### config.mk
export PLATFORM = sky130hd
export DESIGN_NAME = sort_vote_overlay
export DESIGN_NICKNAME = d
export VERILOG_FILES = /design/src/rtl/sort_vote_overlay.sv
export SDC_FILE = /design/constraint.sdc
export NUM_CORES = 1
export LEC_CHECK = 0
export BUFFER_PORTS_ARGS = -buffer_cell sky130_fd_sc_hd__buf_4
export CORE_MARGIN = 8
export CORE_UTILIZATION = 65
export DETAILED_ROUTE_END_ITERATION = 10
export PLACE_DENSITY = 0.94
export SLEW_MARGIN = 20
export SYNTH_ARGS = -nofsm -noshare
export SYNTH_HDL_FRONTEND = slang
export SYNTH_SLANG_ARGS = --single-unit
### constraint.sdc
create_clock -name pixelclk -period 5.6 [get_ports pixelclk]
set_input_delay 0.84 -clock pixelclk [delete_from_list [all_inputs] [get_ports pixelclk]]
set_output_delay 0.84 -clock pixelclk [all_outputs]
set_load 0.01 [all_outputs]
### src/rtl/sort_vote_overlay.sv
// Majority vote over recent frame sort codes plus bounding-box overlay.
// Video path is a fixed 1-cycle register stage; the vote runs in vblank.
module sort_vote_overlay #(
    parameter int          HIST_DEPTH = 8,
    parameter int          NUM_CLASS  = 12,
    parameter int          MIN_VOTES  = 5,
    parameter int          LINE_W     = 2,
    parameter logic [23:0] BOX_COLOR  = 24'hFF0000
) (
    input  logic        pixelclk,
    input  logic        rstin,
    input  logic [3:0]  i_sort,
    input  logic [11:0] hcount_l,
    input  logic [11:0] hcount_r,
    input  logic [11:0] vcount_l,
    input  logic [11:0] vcount_r,
    input  logic [23:0] i_rgb,
    input  logic        i_hsync,
    input  logic        i_vsync,
    input  logic        i_de,
    output logic [23:0] o_rgb,
    output logic        o_hsync,
    output logic        o_vsync,
    output logic        o_de,
    output logic [3:0]  o_sort,
    output logic        o_sort_valid,
    output logic        o_frame_done
);

    localparam int CW = $clog2(HIST_DEPTH + 1);
    localparam int IW = 5;
    localparam logic [12:0] LW1 = 13'(LINE_W - 1);

    typedef enum logic [2:0] {
        IDLE,
        CLEAR,
        COUNT,
        SELECT,
        UPDATE
    } state_t;

    state_t          state_q, state_d;
    logic [IW-1:0]   idx_q, idx_d;

    logic            vs_d1_q;
    logic            vs_rise;
    logic [3:0]      hist_q [HIST_DEPTH];
    logic [11:0]     hl_q, hr_q, vl_q, vr_q;

    logic [CW-1:0]   cnt_q [NUM_CLASS];
    logic [CW-1:0]   best_cnt_q;
    logic [3:0]      best_q;
    logic [3:0]      sort_q;
    logic            valid_q;
    logic            done_q;

    logic [3:0]      cur_code;
    logic [CW-1:0]   sel_cnt;

    logic [11:0]     hcnt_q, vcnt_q;
    logic [23:0]     rgb_q;
    logic            hs_q, vs_q, de_q;

    assign vs_rise = i_vsync & ~vs_d1_q;

    // Frame edge: shift history, latch box for the next frame.
    always_ff @(posedge pixelclk) begin
        if (rstin) begin
            vs_d1_q <= 1'b0;
            for (int i = 0; i < HIST_DEPTH; i++) hist_q[i] <= 4'hF;
            hl_q <= '0;
            hr_q <= '0;
            vl_q <= '0;
            vr_q <= '0;
        end else begin
            vs_d1_q <= i_vsync;
            if (vs_rise) begin
                for (int i = HIST_DEPTH - 1; i > 0; i--) hist_q[i] <= hist_q[i-1];
                hist_q[0] <= i_sort;
                hl_q <= hcount_l;
                hr_q <= hcount_r;
                vl_q <= vcount_l;
                vr_q <= vcount_r;
            end
        end
    end

    // Vote FSM state register.
    always_ff @(posedge pixelclk) begin
        if (rstin) begin
            state_q <= IDLE;
            idx_q   <= '0;
        end else begin
            state_q <= state_d;
            idx_q   <= idx_d;
        end
    end

    // Vote FSM next state; a new frame edge always restarts the vote.
    always_comb begin
        state_d = state_q;
        idx_d   = idx_q;
        unique case (state_q)
            IDLE: begin
            end
            CLEAR: begin
                state_d = COUNT;
                idx_d   = '0;
            end
            COUNT: begin
                if (idx_q == IW'(HIST_DEPTH - 1)) begin
                    state_d = SELECT;
                    idx_d   = '0;
                end else begin
                    idx_d = idx_q + 1'b1;
                end
            end
            SELECT: begin
                if (idx_q == IW'(NUM_CLASS - 1)) begin
                    state_d = UPDATE;
                    idx_d   = '0;
                end else begin
                    idx_d = idx_q + 1'b1;
                end
            end
            UPDATE: state_d = IDLE;
            default: state_d = IDLE;
        endcase
        if (vs_rise) begin
            state_d = CLEAR;
            idx_d   = '0;
        end
    end

    // Select the history entry and class counter addressed by idx_q.
    always_comb begin
        cur_code = 4'hF;
        sel_cnt  = '0;
        for (int i = 0; i < HIST_DEPTH; i++)
            if (idx_q == IW'(i)) cur_code = hist_q[i];
        for (int c = 0; c < NUM_CLASS; c++)
            if (idx_q == IW'(c)) sel_cnt = cnt_q[c];
    end

    // Vote datapath: histogram, lowest-index argmax, result update.
    always_ff @(posedge pixelclk) begin
        if (rstin) begin
            for (int c = 0; c < NUM_CLASS; c++) cnt_q[c] <= '0;
            best_cnt_q <= '0;
            best_q     <= 4'hF;
            sort_q     <= 4'hF;
            valid_q    <= 1'b0;
            done_q     <= 1'b0;
        end else begin
            done_q <= 1'b0;
            if (!vs_rise) begin
                unique case (state_q)
                    CLEAR: begin
                        for (int c = 0; c < NUM_CLASS; c++) cnt_q[c] <= '0;
                        best_cnt_q <= '0;
                        best_q     <= 4'hF;
                    end
                    COUNT: begin
                        for (int c = 0; c < NUM_CLASS; c++)
                            if (cur_code == 4'(c)) cnt_q[c] <= cnt_q[c] + 1'b1;
                    end
                    SELECT: begin
                        if (sel_cnt > best_cnt_q) begin
                            best_cnt_q <= sel_cnt;
                            best_q     <= idx_q[3:0];
                        end
                    end
                    UPDATE: begin
                        done_q <= 1'b1;
                        if (best_cnt_q >= CW'(MIN_VOTES)) begin
                            sort_q  <= best_q;
                            valid_q <= 1'b1;
                        end else begin
                            valid_q <= 1'b0;
                        end
                    end
                    default: begin
                    end
                endcase
            end
        end
    end

    // Pixel position counters, saturating at 4095.
    always_ff @(posedge pixelclk) begin
        if (rstin) begin
            hcnt_q <= '0;
            vcnt_q <= '0;
        end else begin
            if (i_de) begin
                if (hcnt_q != 12'hFFF) hcnt_q <= hcnt_q + 1'b1;
            end else begin
                hcnt_q <= '0;
            end
            if (vs_rise) begin
                vcnt_q <= '0;
            end else if (de_q && !i_de && vcnt_q != 12'hFFF) begin
                vcnt_q <= vcnt_q + 1'b1;
            end
        end
    end

    logic [12:0] hx, vy, hl, hr, vl, vr;
    logic [12:0] hl_end, hr_beg, vl_end, vr_beg;
    logic        box_ok, in_h, in_v, on_l, on_r, on_t, on_b, border;

    // Border test in 13 bits so the inner edges never wrap.
    always_comb begin
        hx     = {1'b0, hcnt_q};
        vy     = {1'b0, vcnt_q};
        hl     = {1'b0, hl_q};
        hr     = {1'b0, hr_q};
        vl     = {1'b0, vl_q};
        vr     = {1'b0, vr_q};
        hl_end = hl + LW1;
        vl_end = vl + LW1;
        hr_beg = (hr >= LW1) ? hr - LW1 : '0;
        vr_beg = (vr >= LW1) ? vr - LW1 : '0;
        box_ok = (hl < hr) && (vl < vr) && valid_q;
        in_h   = (hx >= hl) && (hx <= hr);
        in_v   = (vy >= vl) && (vy <= vr);
        on_l   = (hx >= hl) && (hx <= hl_end);
        on_r   = (hx >= hr_beg) && (hx <= hr);
        on_t   = (vy >= vl) && (vy <= vl_end);
        on_b   = (vy >= vr_beg) && (vy <= vr);
        border = box_ok && ((in_v && (on_l || on_r)) || (in_h && (on_t || on_b)));
    end

    // One-cycle video stage with the outline painted in.
    always_ff @(posedge pixelclk) begin
        if (rstin) begin
            rgb_q <= '0;
            hs_q  <= 1'b0;
            vs_q  <= 1'b0;
            de_q  <= 1'b0;
        end else begin
            rgb_q <= (border && i_de) ? BOX_COLOR : i_rgb;
            hs_q  <= i_hsync;
            vs_q  <= i_vsync;
            de_q  <= i_de;
        end
    end

    assign o_rgb        = rgb_q;
    assign o_hsync      = hs_q;
    assign o_vsync      = vs_q;
    assign o_de         = de_q;
    assign o_sort       = sort_q;
    assign o_sort_valid = valid_q;
    assign o_frame_done = done_q;

endmodule
==> results of run 1 <==
## cell families after synthesis
| logic type | synth area share [%] |
|---|---|
| buffers and inverters | 4.430 |
| adder cells (fa/ha/maj) | 14.80 |
| AND/OR/NAND/NOR | 21.76 |
| XOR/XNOR | 5.606 |
| flip-flops | 39.09 |
| AO/OA/AOI/OAI | 13.75 |
| multiplexers | 0.5677 |
## power groups by stage
stage,combinational [W],clock (W),sequential [W]
after floorplan,0.000340,0,0.00165
after global placement,0.000476,0,0.00166
after detailed placement,0.000504,0,0.00166
after CTS,0.000509,0.00140,0.00163
after global routing,0.000575,0.00146,0.00164
final,0.000518,0.00139,0.00163
## worst min path at each step
stage                                             to  cells past startpoint                       start
after floorplan               o_sort[0]$_SDFFE_PP1P_                      2      best_q[0]$_SDFFE_PP1P_
after global placement    best_cnt_q[3]$_SDFFE_PP0P_                      2  best_cnt_q[3]$_SDFFE_PP0P_
after detailed placement      o_sort[1]$_SDFFE_PP1P_                      2      best_q[1]$_SDFFE_PP1P_
after CTS                     o_sort[2]$_SDFFE_PP1P_                      2      best_q[2]$_SDFFE_PP1P_
after global routing          o_sort[2]$_SDFFE_PP1P_                      2      best_q[2]$_SDFFE_PP1P_
final                         o_sort[2]$_SDFFE_PP1P_                      2      best_q[2]$_SDFFE_PP1P_
## worst max-delay path, delay by kind of cell, from the launching register on
family,cells,cell delay [ns]
AOI/OAI and AO/OA,7,1.58
DFF,1,0.44
and+or+nand+nor,5,1.51
adders and majority gates,2,0.77
## registers in the layout (all words and copies together) (netlist names), 5 cells and up
signal	flops
hcnt_q	12
hr_q	12
vcnt_q	12
hl_q	12
hist_q	32
cnt_q	48
vl_q	12
o_rgb	24
idx_q	5
vr_q	12
## cell usage in the layout (no fill, tap or decap), types with 22 or more instances in the layout
| master | n |
|---|---|
| ha_1 | 146 |
| nand2_1 | 140 |
| nor2_1 | 123 |
| dfxtp_1 | 121 |
| buf_4 | 118 |
| inv_1 | 95 |
| o21ai_0 | 85 |
| edfxtp_1 | 80 |
| a21oi_1 | 71 |
| nand3_1 | 61 |
| xnor2_1 | 56 |
| nand2b_1 | 49 |
| nand4_1 | 23 |
| nor3_1 | 23 |
| xor2_1 | 23 |
| clkbuf_16 | 22 |
## synthesized netlist by cell type (9+ instances only)
library cell  number  share of area, %
ha_1             146                15
nand2_1          141               4.3
nor2_1           123               3.7
dfxtp_1          121                20
inv_1             95               2.9
o21ai_0           85               3.4
edfxtp_1          80                19
a21oi_1           71               2.9
nand3_1           61               2.5
xnor2_1           56               4.0
nand2b_1          49               2.5
clkbuf_1          38               1.2
nand4_1           23               1.2
nor3_1            23              0.93
xor2_1            23               1.6
nor2b_1           17              0.86
nor4_1            17              0.86
a21o_1            14              0.85
and2_2            14              0.85
a31oi_1           13              0.66
nor3b_1           13              0.79
o211ai_1          12              0.73
a221oi_1          10              0.71
and3_1             9              0.46
o21a_1             9              0.55
## area by class of cell
cell class,count,area [um^2]
inverter,95,356.6
fill,1233,4611
multi-input combinational,1036,6998
clock inverter,7,72.57
timing repair buffer,118,885.9
clock buffer,33,601.8
sequential,201,4825
tap,234,292.8
## metal layers
metal | vias up | global-route usage (%) | routed length, um
met5 | - | 0 | 0
met1 | 5108 | 33.99 | 13420
li1 | 5090 | - | -
met3 | 101 | 7.063 | 3276
met2 | 576 | 44.93 | 15100
met4 | 0 | 10.64 | 1091
## stage by stage
stage                     std cells  utilization (%)  total power [W]  cell area, um^2  setup WS [ns]
after CTS                      1724            75.23         0.003541            14030          1.141
after global routing           1724            75.27         0.003672            14030         0.7940
after floorplan                1377                -         0.001987            12340          2.198
after detailed placement       1684            71.62         0.002164            13350          1.119
final                          1724            75.27         0.003538            14030          1.176
after global placement         1684            71.62         0.002134            13350          1.264
==> impl_metrics.tcl, run 1 <==
set metrics [dict create \
    status "finished clean" \
    die_h_um 153.8 \
    synth_enable_flop_cells 80 \
    fin_skew_ns 0.009363 \
    port_buffers 113 \
    core_area_um2 18640 \
    rr_startpoint "idx_q[0]$_SDFFE_PP0N_" \
    cts_tree "yes" \
    rsz0062_at_grt "false" \
    ys_warn_count 0 \
    timing.rr.end "best_q[1]$_SDFFE_PP1P_" \
    synth_area_per_cell_um2 8.963 \
    ant_nets 0 \
    ys.flop_type "dfxtp_1" \
    nets 1701 \
    final-hold-violation-count 0 \
    grt_util_all_layers_pct 27.37 \
    p_comb_share_pct 14.7 \
    clk_latency_ns 0.52 \
    ff2ff_path_depth 14 \
    post-cts-setup-buffers 0 \
    h-tree-depth 1 \
    maxCapViolCount 0 \
    wl_um 32890 \
    cts_buffer_depth 3 \
    power.internal_w 0.002590 \
    cts_hold_buffers 0 \
    die_x_um 153.8 \
    hold_class "flop to flop" \
    ios 114 \
    synthCells 1377 \
    cpPeakStageDelay_ns 0.84 \
    worstPathCellList "ha_1, nor4bb_1, a221oi_1, nor2_1, nor3_1, a31oi_1, ha_1, nor2b_1, o21a_1, o21a_1, o21ai_0, a21oi_1, nor3b_1, o21ai_0" \
    yosysSeqAreaShare_pct 39.09 \
    first_pass_iters 6 \
    period_minus_slack_ns 4.424 \
    p_per_area_nw_per_um2 252.1 \
    p_clk_share_pct 39.2 \
    path_clk_slew_ns 0.06 \
    drv_slew 0 \
    path_max_fanout 17 \
    slew_headroom_pct 30.82 \
    rows 50 \
    post-route-period-util_pct 79.00 \
    drtIter0Drc 1096 \
    grt_pass1_wl_um 53720 \
    crit_end "best_q[1]$_SDFFE_PP1P_" \
    vias 10875 \
    drc 0 \
    grt_start_max_net_pins 100 \
    cp_slowest_cell "nor4bb_1" \
    die_area_um2 23650 \
    r2r_slack_ns 1.18 \
    setup_tns_ns 0 \
    wl_per_cell_um 19.08 \
    gp_congestion 0.9417 \
    p_switching_w 0.0009480 \
    worst_pin_slew_ns 1.034 \
    startpoint_type "flop" \
    critPathKind "flop to flop" \
    n_antenna_cell 0 \
    end_kind "flop" \
    ir_worst_vdd_v 0.0002477 \
    synth_cell_types 66 \
    cp-startpoint "idx_q[0]$_SDFFE_PP0N_" \
    power_leakage_nw 5.762 \
    grt_pass1_vias 10734 \
    antenna_found_initial 0 \
    synth_nets 1604 \
    hpwlAfterDp_um 24390 \
    initial_core_util_pct 66.20 \
    arrival_ns 4.81 \
    setup_viol 0 \
    cp.required_ns 5.99 \
    layout-drive-gt1-share_pct 12.01 \
    yosys_register_bits 201 \
    timing.hold.ws_ns 0.4822 \
    p_sw_share_pct 26.79 \
    vias_per_cell 6.308 \
    overflow 0 \
    async_flop_share_pct 0 \
    post_cts_resized 0 \
    area_growth_syn_to_layout_pct 13.70 \
    max_freq_ghz 0.2261 \
    p_seq_share_pct 46.1 \
    numClockSinks 201 \
    synth.cell_area_um2 12340 \
    numCtsBuffers 22 \
    cts_root_buf "clkbuf_16" \
]
Power figures use the tool's default switching activity.
==> run 2, diff against run 1 <==
- ABC_AREA: not set -> 1
- CORE_UTILIZATION: 65 -> 55
- PLACE_DENSITY: 0.94 -> 0.85
- clock period: 5.6 -> 3.7 ns (I/O delays scaled with it)
==> impl_metrics.tcl, run 2 <==
set metrics [dict create \
    yosys-top-cells-area "dfxtp_1 (19%), edfxtp_1 (18%), ha_1 (14%), nand2_1 (10%), inv_1 (6.8%)" \
    vias_per_cell 5.420 \
    ant_nets 0 \
    clk_latency_ns 0.51 \
    initial_core_util_pct 55.73 \
    wl_um 31860 \
    synth_area_per_cell_um2 7.857 \
    synth.cell_area_um2 13040 \
    cp.required_ns 4.15 \
    startpoint_type "flop" \
    ios 114 \
    fin_skew_ns 0.01087 \
    ys_warn_count 0 \
    period_minus_slack_ns 3.342 \
    synth_enable_flop_cells 80 \
    port_buffers 113 \
    synth_cell_types 49 \
    yosysSeqAreaShare_pct 36.99 \
    path_clk_slew_ns 0.07 \
    post-route-period-util_pct 90.31 \
    cts_root_buf "clkbuf_16" \
    yosys.area.top_type "dfxtp_1" \
    cts_tree "yes" \
    power_leakage_nw 6.959 \
    grt_start_max_net_pins 90 \
    ir_worst_vdd_v 0.0003420 \
    end_kind "flop" \
    final-hold-violation-count 0 \
    ys_top_cells_by_count "nand2_1 (363), inv_1 (238), ha_1 (146)" \
    worst_pin_slew_ns 0.9428 \
    die_x_um 170.0 \
    maxCapViolCount 0 \
    p_per_area_nw_per_um2 379.0 \
    fin_total_pwr_w 0.005684 \
    drtIter0Drc 917 \
    slew_headroom_pct 37.14 \
    synth_most_common_cell "nand2_1" \
    drc 0 \
    n_antenna_cell 0 \
    first_pass_iters 7 \
    h-tree-depth 1 \
    gp_congestion 0.9868 \
    top_register "cnt_q" \
    ys.flop_type "dfxtp_1" \
    layout-drive-gt1-share_pct 15.86 \
    numClockSinks 201 \
    fillers 1938 \
    antenna_found_initial 0 \
    largest_register_ffs 48 \
    wl_per_cell_um 15.05 \
    hold_class "input port to flop" \
    timing.hold.ws_ns 0.2377 \
    vias 11468 \
    die_h_um 170.0 \
    drv_slew 0 \
    arrival_ns 3.79 \
    rows 56 \
    critPathKind "flop to flop" \
    synth_nets 1887 \
    hpwlAfterDp_um 24450 \
    grt_util_all_layers_pct 21.79 \
    layout_common_cells "nand2_1 (361), inv_1 (235), ha_1 (146)" \
    max_freq_ghz 0.2993 \
    cts_buffer_depth 3 \
    yosysTopAreaCellShare_pct 18.57 \
    nets 2008 \
    grt_pass1_wl_um 52790 \
    synthCells 1660 \
    core_area_um2 23400 \
    path_max_fanout 16 \
    area_growth_syn_to_layout_pct 14.99 \
    status "finished clean" \
    yosys_register_bits 201 \
    setup_viol 0 \
    async_flop_share_pct 0 \
    final_common_cell "nand2_1" \
    die_area_um2 28900 \
    cts_hold_buffers 0 \
    numCtsBuffers 23 \
    overflow 0 \
    grt_pass1_vias 11235 \
]
==> run 2: routing by layer <==
metal	wire, um	track usage [%]
met1	13460	26.43
met2	15850	39.20
met3	1695	2.827
met4	853	7.399
met5	0	0
==> run 2: final timing paths <==
kind	start	to	slack, ns	cells past startpoint
setup / recovery	vr_q[2]$_SDFFE_PP0P_	o_rgb[1]$_SDFF_PP0_	0.36	27
hold / removal	hcount_l[4]	hl_q[4]$_SDFFE_PP0P_	0.24	3
setup reg to reg	vr_q[2]$_SDFFE_PP0P_	o_rgb[1]$_SDFF_PP0_	0.36	27
hold reg to reg	best_cnt_q[3]$_SDFFE_PP0P_	best_cnt_q[3]$_SDFFE_PP0P_	0.47	2
==> run 2: area by class of cell <==
| cell class | instances | area, um^2 | area share, % |
|---|---|---|---|
| Clock buffer | 26 | 586.8 | 3.913 |
| Tap cell | 319 | 399.1 | 2.661 |
| Clock inverter | 15 | 155.1 | 1.034 |
| Sequential cell | 201 | 4827 | 32.18 |
| Multi-Input combinational cell | 1178 | 7146 | 47.64 |
| Inverter | 252 | 945.9 | 6.307 |
| Timing Repair Buffer | 125 | 938.4 | 6.257 |
==> run 2: worst max-delay path, cell delays in order, from the launching register on <==
cell and delay [ns]:
dfxtp_1 0.33, inv_2 0.12, nand2_2 0.08, nor3_4 0.18
nand3_2 0.15, nor2_4 0.14, nand2_2 0.08, nor2_2 0.10
nand2_1 0.21, nand2_1 0.13, ha_1 0.25, a21oi_1 0.17
nor2_1 0.05, nor2_1 0.09, o21ai_0 0.08, nor2_1 0.09
nand2_1 0.06, nand2_1 0.07, nand2_1 0.05, nand2_1 0.05
nand2_1 0.04, nand2_1 0.05, nand2_1 0.09, nand2_1 0.11
nand2_2 0.07, nand2_4 0.12, nand2_4 0.17, nor2_1 0.15
==> run 2: where the power goes <==
group | internal [W] | total [W] | switching, W
registers | 0.00242 | 0.00252 | 0.000102
clock network | 0.00130 | 0.00226 | 0.000955
logic | 0.000356 | 0.000909 | 0.000553
total | 0.00407 | 0.00568 | 0.00161
==> run 2: repair_timing <==
action                                  CTS  global route
resized for setup                         0            12
setup buffers                             0             4
endpoints found under the setup margin    0             8
==> run 2: cells by family after synthesis <==
logic type | count (synthesis) | synth area share, %
compound gates | 254 | 10.90
xor+xnor | 56 | 3.761
fa+ha+maj | 146 | 14.01
buf+inv | 281 | 8.500
flops | 201 | 36.99
simple gates | 722 | 25.84
==> run 2: through the flow <==
stage                     utilization (%)  cells  area (um^2)  setup TNS (ns)  setup slack, ns
after floorplan                         -   1660        13040               0           0.5189
after global placement              60.66   2071        14190               0           0.4227
after detailed placement            60.66   2071        14190               0           0.2752
after CTS                           63.83   2112        14940               0           0.2488
after global routing                64.09   2116        15000       -0.001007        -0.001007
final                               64.09   2116        15000               0           0.3584
